`src/rtl/lane_hit_judge.sv`:
```
// Per-lane hit/miss judge for four falling-block lanes: synchronises keys,
// detects presses, and tracks score, combo, max combo, misses and game-over.
module lane_hit_judge #(
   parameter logic [9:0] HIT_TOP   = 10'd600,
   parameter logic [9:0] HIT_BOT   = 10'd680,
   parameter logic [9:0] PERF_TOP  = 10'd630,
   parameter logic [9:0] PERF_BOT  = 10'd650,
   parameter logic [9:0] BOTTOM    = 10'd720,
   parameter logic [2:0] MAX_MISS  = 3'd5,
   parameter logic [9:0] SCORE_MAX = 10'd999
) (
   input  logic       clk,
   input  logic       rst,
   input  logic       restart,
   input  logic       stop_or_endgame,
   input  logic [9:0] block_h0,
   input  logic [9:0] block_h1,
   input  logic [9:0] block_h2,
   input  logic [9:0] block_h3,
   input  logic [3:0] key,
   output logic [3:0] hit_pulse,
   output logic [3:0] perfect_pulse,
   output logic [3:0] miss_pulse,
   output logic [9:0] score,
   output logic [6:0] combo,
   output logic [6:0] max_combo,
   output logic [2:0] miss_cnt,
   output logic       game_over
);

   localparam logic [9:0] SPAWN_H = 10'd120;

   logic [9:0] lane_h [4];
   assign lane_h[0] = block_h0;
   assign lane_h[1] = block_h1;
   assign lane_h[2] = block_h2;
   assign lane_h[3] = block_h3;

   logic [3:0] sync1_q, sync2_q, key_prev_q;
   logic [3:0] press;
   logic [3:0] hit_ev, perf_ev, miss_ev, bad_ev;
   logic       active;

   logic [3:0] hit_q, perf_q, miss_q;
   logic [9:0] score_q, score_d;
   logic [6:0] combo_q, combo_d;
   logic [6:0] max_combo_q, max_combo_d;
   logic [2:0] miss_cnt_q, miss_cnt_d;
   logic       game_over_q, game_over_d;

   // Edges are consumed every cycle, so a press made while frozen never replays.
   assign press  = sync2_q & ~key_prev_q;
   assign active = !stop_or_endgame && !game_over_q;

   always_ff @(posedge clk or posedge rst) begin
      if (rst) begin
         sync1_q    <= '0;
         sync2_q    <= '0;
         key_prev_q <= '0;
      end else if (restart) begin
         sync1_q    <= '0;
         sync2_q    <= '0;
         key_prev_q <= '0;
      end else begin
         sync1_q    <= key;
         sync2_q    <= sync1_q;
         key_prev_q <= sync2_q;
      end
   end

   genvar gi;
   generate
      for (gi = 0; gi < 4; gi++) begin : g_lane
         logic [9:0] prev_h_q, prev_h_d;
         logic       judged_q, judged_d;
         logic       rearm, in_win, in_perf;

         assign in_win  = (lane_h[gi] >= HIT_TOP) && (lane_h[gi] <= HIT_BOT);
         assign in_perf = (lane_h[gi] >= PERF_TOP) && (lane_h[gi] <= PERF_BOT);
         // A height drop means a fresh block spawned; that cycle is never judged.
         assign rearm   = active && (lane_h[gi] < prev_h_q);

         assign hit_ev[gi]  = active && press[gi] && !judged_q && !rearm && in_win;
         assign perf_ev[gi] = hit_ev[gi] && in_perf;
         assign miss_ev[gi] = active && !judged_q && !rearm && (lane_h[gi] >= BOTTOM);
         assign bad_ev[gi]  = active && press[gi] && !hit_ev[gi];

         always_comb begin
            judged_d = judged_q;
            prev_h_d = prev_h_q;
            if (active) begin
               prev_h_d = lane_h[gi];
               if (rearm)
                  judged_d = 1'b0;
               else if (hit_ev[gi] || miss_ev[gi])
                  judged_d = 1'b1;
            end
         end

         always_ff @(posedge clk or posedge rst) begin
            if (rst) begin
               prev_h_q <= SPAWN_H;
               judged_q <= 1'b0;
            end else if (restart) begin
               prev_h_q <= SPAWN_H;
               judged_q <= 1'b0;
            end else begin
               prev_h_q <= prev_h_d;
               judged_q <= judged_d;
            end
         end
      end
   endgenerate

   logic [3:0]  add;
   logic [2:0]  n_hits, n_miss;
   logic [10:0] score_sum;
   logic [7:0]  combo_sum;
   logic [3:0]  miss_sum;

   always_comb begin
      add    = '0;
      n_hits = '0;
      n_miss = '0;
      for (int i = 0; i < 4; i++) begin
         if (hit_ev[i]) begin
            add    = add + (perf_ev[i] ? 4'd2 : 4'd1);
            n_hits = n_hits + 3'd1;
         end
         if (miss_ev[i])
            n_miss = n_miss + 3'd1;
      end
      score_sum = {1'b0, score_q} + {7'b0, add};
      combo_sum = {1'b0, combo_q} + {5'b0, n_hits};
      miss_sum  = {1'b0, miss_cnt_q} + {1'b0, n_miss};

      score_d     = score_q;
      combo_d     = combo_q;
      miss_cnt_d  = miss_cnt_q;
      max_combo_d = max_combo_q;
      game_over_d = game_over_q;
      if (active) begin
         score_d    = (score_sum > {1'b0, SCORE_MAX}) ? SCORE_MAX : score_sum[9:0];
         miss_cnt_d = miss_sum[3] ? 3'd7 : miss_sum[2:0];
         if ((|miss_ev) || (|bad_ev))
            combo_d = '0;
         else
            combo_d = combo_sum[7] ? 7'd127 : combo_sum[6:0];
         if (combo_d > max_combo_q)
            max_combo_d = combo_d;
         if (miss_cnt_d >= MAX_MISS)
            game_over_d = 1'b1;
      end
   end

   always_ff @(posedge clk or posedge rst) begin
      if (rst) begin
         hit_q       <= '0;
         perf_q      <= '0;
         miss_q      <= '0;
         score_q     <= '0;
         combo_q     <= '0;
         max_combo_q <= '0;
         miss_cnt_q  <= '0;
         game_over_q <= 1'b0;
      end else if (restart) begin
         hit_q       <= '0;
         perf_q      <= '0;
         miss_q      <= '0;
         score_q     <= '0;
         combo_q     <= '0;
         max_combo_q <= '0;
         miss_cnt_q  <= '0;
         game_over_q <= 1'b0;
      end else begin
         hit_q       <= hit_ev;
         perf_q      <= perf_ev;
         miss_q      <= miss_ev;
         score_q     <= score_d;
         combo_q     <= combo_d;
         max_combo_q <= max_combo_d;
         miss_cnt_q  <= miss_cnt_d;
         game_over_q <= game_over_d;
      end
   end

   assign hit_pulse     = hit_q;
   assign perfect_pulse = perf_q;
   assign miss_pulse    = miss_q;
   assign score         = score_q;
   assign combo         = combo_q;
   assign max_combo     = max_combo_q;
   assign miss_cnt      = miss_cnt_q;
   assign game_over     = game_over_q;

endmodule
```
`config.mk`:
```
export PLATFORM = sky130hd
export DESIGN_NAME = lane_hit_judge
export DESIGN_NICKNAME = d
export VERILOG_FILES = /design/src/rtl/lane_hit_judge.sv
export SDC_FILE = /design/constraint.sdc
export NUM_CORES = 1
export LEC_CHECK = 0
export ABC_AREA = 1
export BUFFER_PORTS_ARGS = -buffer_cell sky130_fd_sc_hd__buf_4
export CAP_MARGIN = 20
export CORE_MARGIN = 2
export CORE_UTILIZATION = 45
export CTS_CLUSTER_DIAMETER = 150
export DETAILED_ROUTE_END_ITERATION = 12
export HOLD_SLACK_MARGIN = 0.08
export PLACE_DENSITY = 0.62
export RECOVER_POWER = 25
export SYNTH_ARGS = -nofsm -noshare
export SYNTH_HDL_FRONTEND = slang
export SYNTH_SLANG_ARGS = --single-unit
```
`constraint.sdc`:
```
create_clock -name clk -period 6.38 [get_ports clk]
set_clock_uncertainty 0.05 [all_clocks]
set_input_delay 0.638 -clock clk [delete_from_list [all_inputs] [get_ports clk]]
set_output_delay 0.638 -clock clk [all_outputs]
set_load 0.005 [all_outputs]
```
# --- After elaboration in Yosys (flattened, before gate mapping) ---
# Cells that the tools add are included.
classes:
  addsub: 12
  n_lt_le_gt_ge: 27
  bitwise_logic: 2
  reduce_logical: 83
  mux: 63
op_table:
  columns: ["cell", "count"]
  rows:
  - [">= comparator 10 bit, second input constant", 12]
  - ["two-way mux 10 bit", 11]
  - ["less-or-equal comparator 10 bit, second input constant", 8]
  - ["two-way mux 7 bit", 8]
  - ["logical AND 1 bit", 49]
  - ["less-than comparator 10 bit", 4]
  - ["two-way mux 4 bit", 9]
  - ["two-way mux 3 bit", 9]
  - ["two-way mux 1 bit", 21]
  - ["adder 3 x 1 -> 3 bit, second input constant", 6]
  - ["zero test 1 bit", 14]
  - ["adder 4 x 2 -> 4 bit", 3]
  - ["AND reduction 2 bit", 6]
  - ["nonzero test 3 bit", 4]
  - ["adder 10 x 4 -> 11 bit", 1]
  - ["greater-than comparator 11 x 10 -> 1 bit, second input constant", 1]
  - ["two-way mux 2 bit", 5]
  - ["adder 7 x 3 -> 8 bit", 1]
  - ["OR reduction 4 bit", 2]
  - ["greater-than comparator 7 bit", 1]
  - ["nonzero test 2 bit", 3]
  - ["logical OR 1 bit", 5]
  - ["adder 3 x 3 -> 4 bit", 1]
  - ["AND 4 bit", 1]
  - ["2 further kinds", 2]
word_totals:
  wordCells: 206
  reg_bits: 96
  in_bits: 48
  out_inout_bits: 40

# --- Logic depth before layout (Yosys ltp) ---
depth:
  depth_word: 21
  ltp_mapped: 40

# --- Worst setup path before layout ---
# Ideal clock, no wire load.
synth_timing:
  kind: "input to register"
  startpoint: "in block_h1[9]"
  endpoint: "reg score_q[3] (netlist: score[3])"
  path_buffers: 0
  path_stages: 30
  required_time_ns: 6.204
  setup_ns: 0.126
  slack_ns: 0.695
  t_arrival_ns: 5.509
  cell_sequence: "ha_1 > nand2_1 > nor2_1 > nand3_1 > nand3_1 > nand2_2 > nor2_4 > and2_1 > inv_1 > ha_1 > fa_1 > o21ai_0 > fa_1 > inv_1 > nor2_1 > a21oi_1 > inv_1 > fa_1 > or2_2 > nand2_1 > fa_1 > nand3_1 > nand2_1 > nand3_1 > o21bai_1 > nand2_1 > nor2_1 > nand3b_1 > nand2_1 > o21ai_0"
synth_between:
  elab_chain_len: 18
  elab_cells_between_ends: 24
synth_lines:
  columns: ["element", "line", "rtl"]
  rows:
  - ["from (decl)", "17", "input logic [9:0] block_h1,"]
  - ["less-than comparator 10 bit", "81", "assign rearm = active && (lane_h[gi] < prev_h_q);"]
  - ["logical AND 1 bit", "81", null]
  - ["zero test 1 bit", "83", "assign hit_ev[gi] = active && press[gi] && !judged_q && !rearm && in_win;"]
  - ["logical AND 1 bit (2 in a row)", "83", null]
  - ["logical AND 1 bit", "84", "assign perf_ev[gi] = hit_ev[gi] && in_perf;"]
  - ["two-way mux 2 bit", "127", "add = add + (perf_ev[i] ? 4'd2 : 4'd1);"]
  - ["adder 4 x 2 -> 4 bit", "127", null]
  - ["two-way mux 4 bit (*)", "126", "if (hit_ev[i]) begin"]
  - ["adder 4 x 2 -> 4 bit", "127", null]
  - ["two-way mux 4 bit (*)", "126", null]
  - ["adder 4 x 2 -> 4 bit", "127", null]
  - ["two-way mux 4 bit (*)", "126", null]
  - ["adder 10 x 4 -> 11 bit (*)", "133", "score_sum = {1'b0, score_q} + {7'b0, add};"]
  - ["greater-than comparator 11 x 10 -> 1 bit", "143", "score_d = (score_sum > {1'b0, SCORE_MAX}) ? SCORE_MAX : score_sum[9:0];"]
  - ["two-way mux 10 bit (*)", "143", null]
  - ["two-way mux 10 bit (*)", "142", "if (active) begin"]
  - ["two-way mux 10 bit (*)", "166", "end else if (restart) begin"]
  - ["to (signal assigned)", "179", "score_q <= score_d;"]
  - ["to (decl)", "45", "logic [9:0] score_q, score_d;"]
# Every way passes the cells marked *; elsewhere a longest branch is shown, timed or not. The select of a mux whose other input is x is not followed.
# A chain may end at the register's enable or synchronous reset.

# --- Final worst setup path ---
layout_timing:
  startpoint: "reg g_lane[1].prev_h_q[5]"
  endpoint: "reg score_q[4] (netlist: score[4])"
layout_between:
  elab_chain_len: 18
layout_lines:
  columns: ["element", "line", "rtl"]
  rows:
  - ["from (decl)", "74", "logic [9:0] prev_h_q, prev_h_d;"]
  - ["from (signal assigned)", "108", "prev_h_q <= prev_h_d;"]
  - ["less-than comparator 10 bit (*)", "81", null]
  - ["logical AND 1 bit (*)", "81", null]
  - ["zero test 1 bit (*)", "83", null]
  - ["logical AND 1 bit (*) (2 in a row)", "83", null]
  - ["logical AND 1 bit", "84", null]
  - ["two-way mux 2 bit", "127", null]
  - ["adder 4 x 2 -> 4 bit", "127", null]
  - ["two-way mux 4 bit (*)", "126", null]
  - ["adder 4 x 2 -> 4 bit", "127", null]
  - ["two-way mux 4 bit (*)", "126", null]
  - ["adder 4 x 2 -> 4 bit", "127", null]
  - ["two-way mux 4 bit (*)", "126", null]
  - ["adder 10 x 4 -> 11 bit (*)", "133", null]
  - ["greater-than comparator 11 x 10 -> 1 bit", "143", null]
  - ["two-way mux 10 bit (*)", "143", null]
  - ["two-way mux 10 bit (*)", "142", null]
  - ["two-way mux 10 bit (*)", "166", null]
# Marked as above.

==> impl.org <==
** Clock network
- After clock tree synthesis, the clock-pin slew on the worst setup and hold paths is 60 ps.
- Counting the buffers created by CTS gives 9.
- Counting along the longest clock path gives a buffer depth of 2.
- Hold buffer count at cts :: 0
- Clock tree from TritonCTS :: yes
- Root Driver :: clkbuf_16
- In this run the number of H-tree levels came out at 3.
- Worst-Skew Late Latency :: 350 ps
- CTS Sinks :: 96

** Timing
- Dividing the final minimum period by the clock period gives 91.0%.
- The number of hold violations in the final report was 0.
- Rel. slew slack :: -12.4%
- Setup repair after global routing left no endpoint under its margin.
- Setup-failing EPs final :: 0
- Derived from the worst setup path, the maximum achievable clock frequency is 0.172 GHz.
- The worst path in the final design needs a cycle of 5800 ps, including I/O delays and setup.
- Setup ws final :: 577 ps
- Worst slack on hold paths :: 403 ps
- The final number of max-transition violations came to 39.
- Worst-Margin Slew :: 1680 ps

** Synthesis
- Share of flip-flops with an asynchronous set or reset :: 100%
- The largest total area in the synthesized netlist belongs to dfrtp_1.
- Register bit count reported by yosys :: 96
- Synthesis Warnings :: 0
- Post-synth EDFFs :: 0
- Leading register cell type out of synthesis :: dfrtp_1
- When the netlist entered floorplanning its net count stood at 1056.
- The top cell type by area accounts for 29.2% of the synthesized area.
- For this run, the register share of the synthesized area comes to 35.4%.
- Post-synth design cell area :: 6850 sq um
- Synthesis produced 937 cells.
- In the post-synthesis netlist, the cell with the most instances is nand2_1.
- Cell types with the largest area share after synthesis :: dfrtp_1 (29%), nand2_1 (13%), ha_1 (12%)
- Post-synth cell types :: 39
- A synthesized cell averages 7.31 sq um.
- Top cell types by occurrence after synthesis :: nand2_1 (242), inv_1 (168), nor2_1 (92)

** Routing
- In the routed design, unresolved DRC markers number 0.
- Remaining number of nets flagged by the antenna check after routing :: 0
- The routed layout has 6158 vias.
- Dividing the detail-routed via count by the number of cells gives 5.06.
- Wire length reported by the detailed router :: 16700 um
- Detailed-route wire length per cell :: 13.7 um
- Count of TritonRoute iterations in the first routing pass :: 5
- In this run, the number of DRC markers left after iteration 0 of detailed routing was 381.

** Global routing
- The first global-routing pass estimated 28300 um of wire.
- Global routing finished with a remaining overflow of 0.
- Global-route met1 utilization :: 30.3%
- Global Route Usage Sum :: 21.7%
- For this run, global-route usage on met2 was measured as 35.7%.
- Global routing used 3.27% of the available met3 tracks.
- Gr busiest metal :: met2
- The via count of the first global-routing pass is 5880.
- Antenna violations before repair :: 0
- Largest net degree at the start of global routing :: 60

** Layout
- 0 antenna diodes ended up in the layout.
- Of the cells placed in the final design, the portion with a size suffix greater than 1 is 15.2%.
- Multi-input gate area in the final layout :: 3740 sq um
- Area occupied by registers :: 2420 sq um
- Count of fill cells added during filler insertion :: 1562
- Nets :: 1144
- Compared with the post-synthesis result, the final layout area differs by 17.5%.
- Summed area of non-filler cells in the final layout :: 8040 sq um

** Critical path
- Crit Reg-Reg Startpoint :: g_lane[1].prev_h_q[5]
- Max Fanout on Critical Path :: 7
- Slowest cell on the critical path :: dfstp_2
- WP data required :: 6560 ps
- The worst register-to-register path has a depth of 31.
- Startpoint of the most critical setup path :: g_lane[1].prev_h_q[5]
- Top cell by count, worst path :: nand2_1
- Data on the critical path arrives at its endpoint at 5980 ps.
- On the worst path, the slowest cell contributes a delay of 520 ps.
- The worst register-to-register path ends at score[4].
- Setup slack on the worst reg-to-reg path comes out at 580 ps.
- Setup Crit Path Kind :: reg -> reg
- STA classifies the critical path startpoint as a flip-flop.
- The most critical setup path has its endpoint at score[4].
- Sort of element at the end of the critical path :: flip-flop

** Power and ir drop
- Peak ir drop on the vdd network :: 0.000133 V
- PD cells :: 175 nW/um^2
- Lkg Pwr :: 4.47 nW

** Min path
- HP Class :: reg -> reg
- The startpoint identified for the worst hold timing path is sync1_q[2].

** Place
- Input and output buffers added on the ports amount to 87.
- The congestion estimate from routability-driven global placement came to 0.860.
- HPWL after DPL :: 12400 um
- Post-DP Area :: 7700 sq um
- Prior to clock tree synthesis, the placed netlist has a worst setup slack of -51.8 ps.

** Floorplan
- Once the floorplan was initialized, standard cells occupied 45.5% of the core.
- Die height :: 127 um
- Width of the die :: 127 um
- After floorplanning, the core was divided into 45 placement rows.
- During I/O placement, the number of pins put on the boundary was 88.
- The die covers 16200 sq um.
- The floorplan step defined a core boundary enclosing 15000 sq um.

** Run status
- The checks that failed: capacitance limit, slew limit.
- The flow ran to the end, but the final reports show violations.

** Run
- Across the run, the number of max-cap violations was 1.
## per-stage QoR
step                total power [mW]  cells  utilization [%]  TNS (ps)
floorplan                      0.805    937                -         0
global placement               0.890   1198             51.2         0
detailed placement             0.891   1198             51.2      -351
CTS                             1.42   1214             53.1         0
global route                    1.48   1218             53.5         0
finish                          1.41   1218             53.5         0
## cells by family after synthesis
| logic type | share of synthesized area, % |
|---|---|
| AO/OA/AOI/OAI | 10.9 |
| XOR/XNOR | 1.66 |
| adder cells (fa/ha/maj) | 13.6 |
| buffers and inverters | 10.6 |
| flip-flops | 35.4 |
| AND/OR/NAND/NOR | 27.9 |
## critical path: cells and delay by family (launching register included)
kind,cells,cell delay (ps)
AND/OR/NAND/NOR,17,2200
adder cells (fa/ha/maj),6,2070
AO/OA/AOI/OAI,4,570
flip-flops,1,520
buffers and inverters,4,280
## registers in the layout, summed over array words and instances (netlist names), 7 cells and up
signal / cells
combo: 7
g_lane.prev_h_q: 40
max_combo: 7
score: 10
## power by group
part | switching, mW | internal [mW] | total [mW]
Clock | 0.238 | 0.288 | 0.525
Combinational | 0.153 | 0.0827 | 0.236
Sequential | 0.00871 | 0.635 | 0.644
Total | 0.400 | 1.01 | 1.40
## what timing repair did
action,CTS,global route
resized for setup,0,8
setup endpoints to repair,0,10
setup buffers,0,4
endpoints found under the hold margin,0,0
## worst min path at each step
stage	end	slack, ps	cells after the start
3_3_place_gp	sync2_q[0]	390	2
5_1_grt	sync2_q[0]	420	2
3_5_place_dp	sync2_q[2]	390	2
4_1_cts	g_lane[0].prev_h_q[2]	280	2
6_report	sync2_q[2]	400	2
2_1_floorplan	sync2_q[0]	380	2
## layout make-up
type	instances	area share [%]
well taps	188	2.93
clock buffers	13	3.24
repair buffers	97	9.01
multi-input cells	652	46.5
clock inverters	3	0.296
flip-flops and latches	96	30.1
inverters	169	7.94
## cell usage in the layout (no fill, tap or decap), types with 2 or more instances in the layout
| master | Yosys | routed |
|---|---|---|
| nand2_1 | 242 | 242 |
| inv_1 | 168 | 167 |
| nor2_1 | 92 | 90 |
| buf_4 | 0 | 86 |
| dfrtp_1 | 80 | 80 |
| ha_1 | 65 | 64 |
| nand3_1 | 43 | 41 |
| o21ai_0 | 40 | 39 |
| a21oi_1 | 37 | 36 |
| nand4_1 | 27 | 27 |
| o22ai_1 | 18 | 18 |
| a22oi_1 | 16 | 16 |
| dfstp_2 | 16 | 16 |
| clkbuf_4 | 0 | 10 |
| clkbuf_16 | 0 | 9 |
| xnor2_1 | 8 | 8 |
| nor3_1 | 7 | 7 |
| nor2_2 | 4 | 6 |
| nand3_2 | 4 | 6 |
| fa_1 | 6 | 6 |
| nand3b_1 | 5 | 5 |
| o211ai_1 | 5 | 5 |
| or2_2 | 5 | 5 |
| xor2_1 | 5 | 5 |
| nor2_4 | 4 | 4 |
| o21bai_1 | 3 | 3 |
| nand2_2 | 3 | 3 |
| clkbuf_1 | 13 | 3 |
| o21a_1 | 2 | 2 |
| a31oi_1 | 2 | 2 |
| clkbuf_8 | 0 | 2 |
| clkinvlp_4 | 0 | 2 |
## routing by layer
layer	share of wire, %	vias to the layer above
met3	3.4	12
li1	-	3181
met5	0	-
met1	49	2865
met4	1.1	0
met2	47	100
Note: power is estimated with default switching activity, not from simulation.
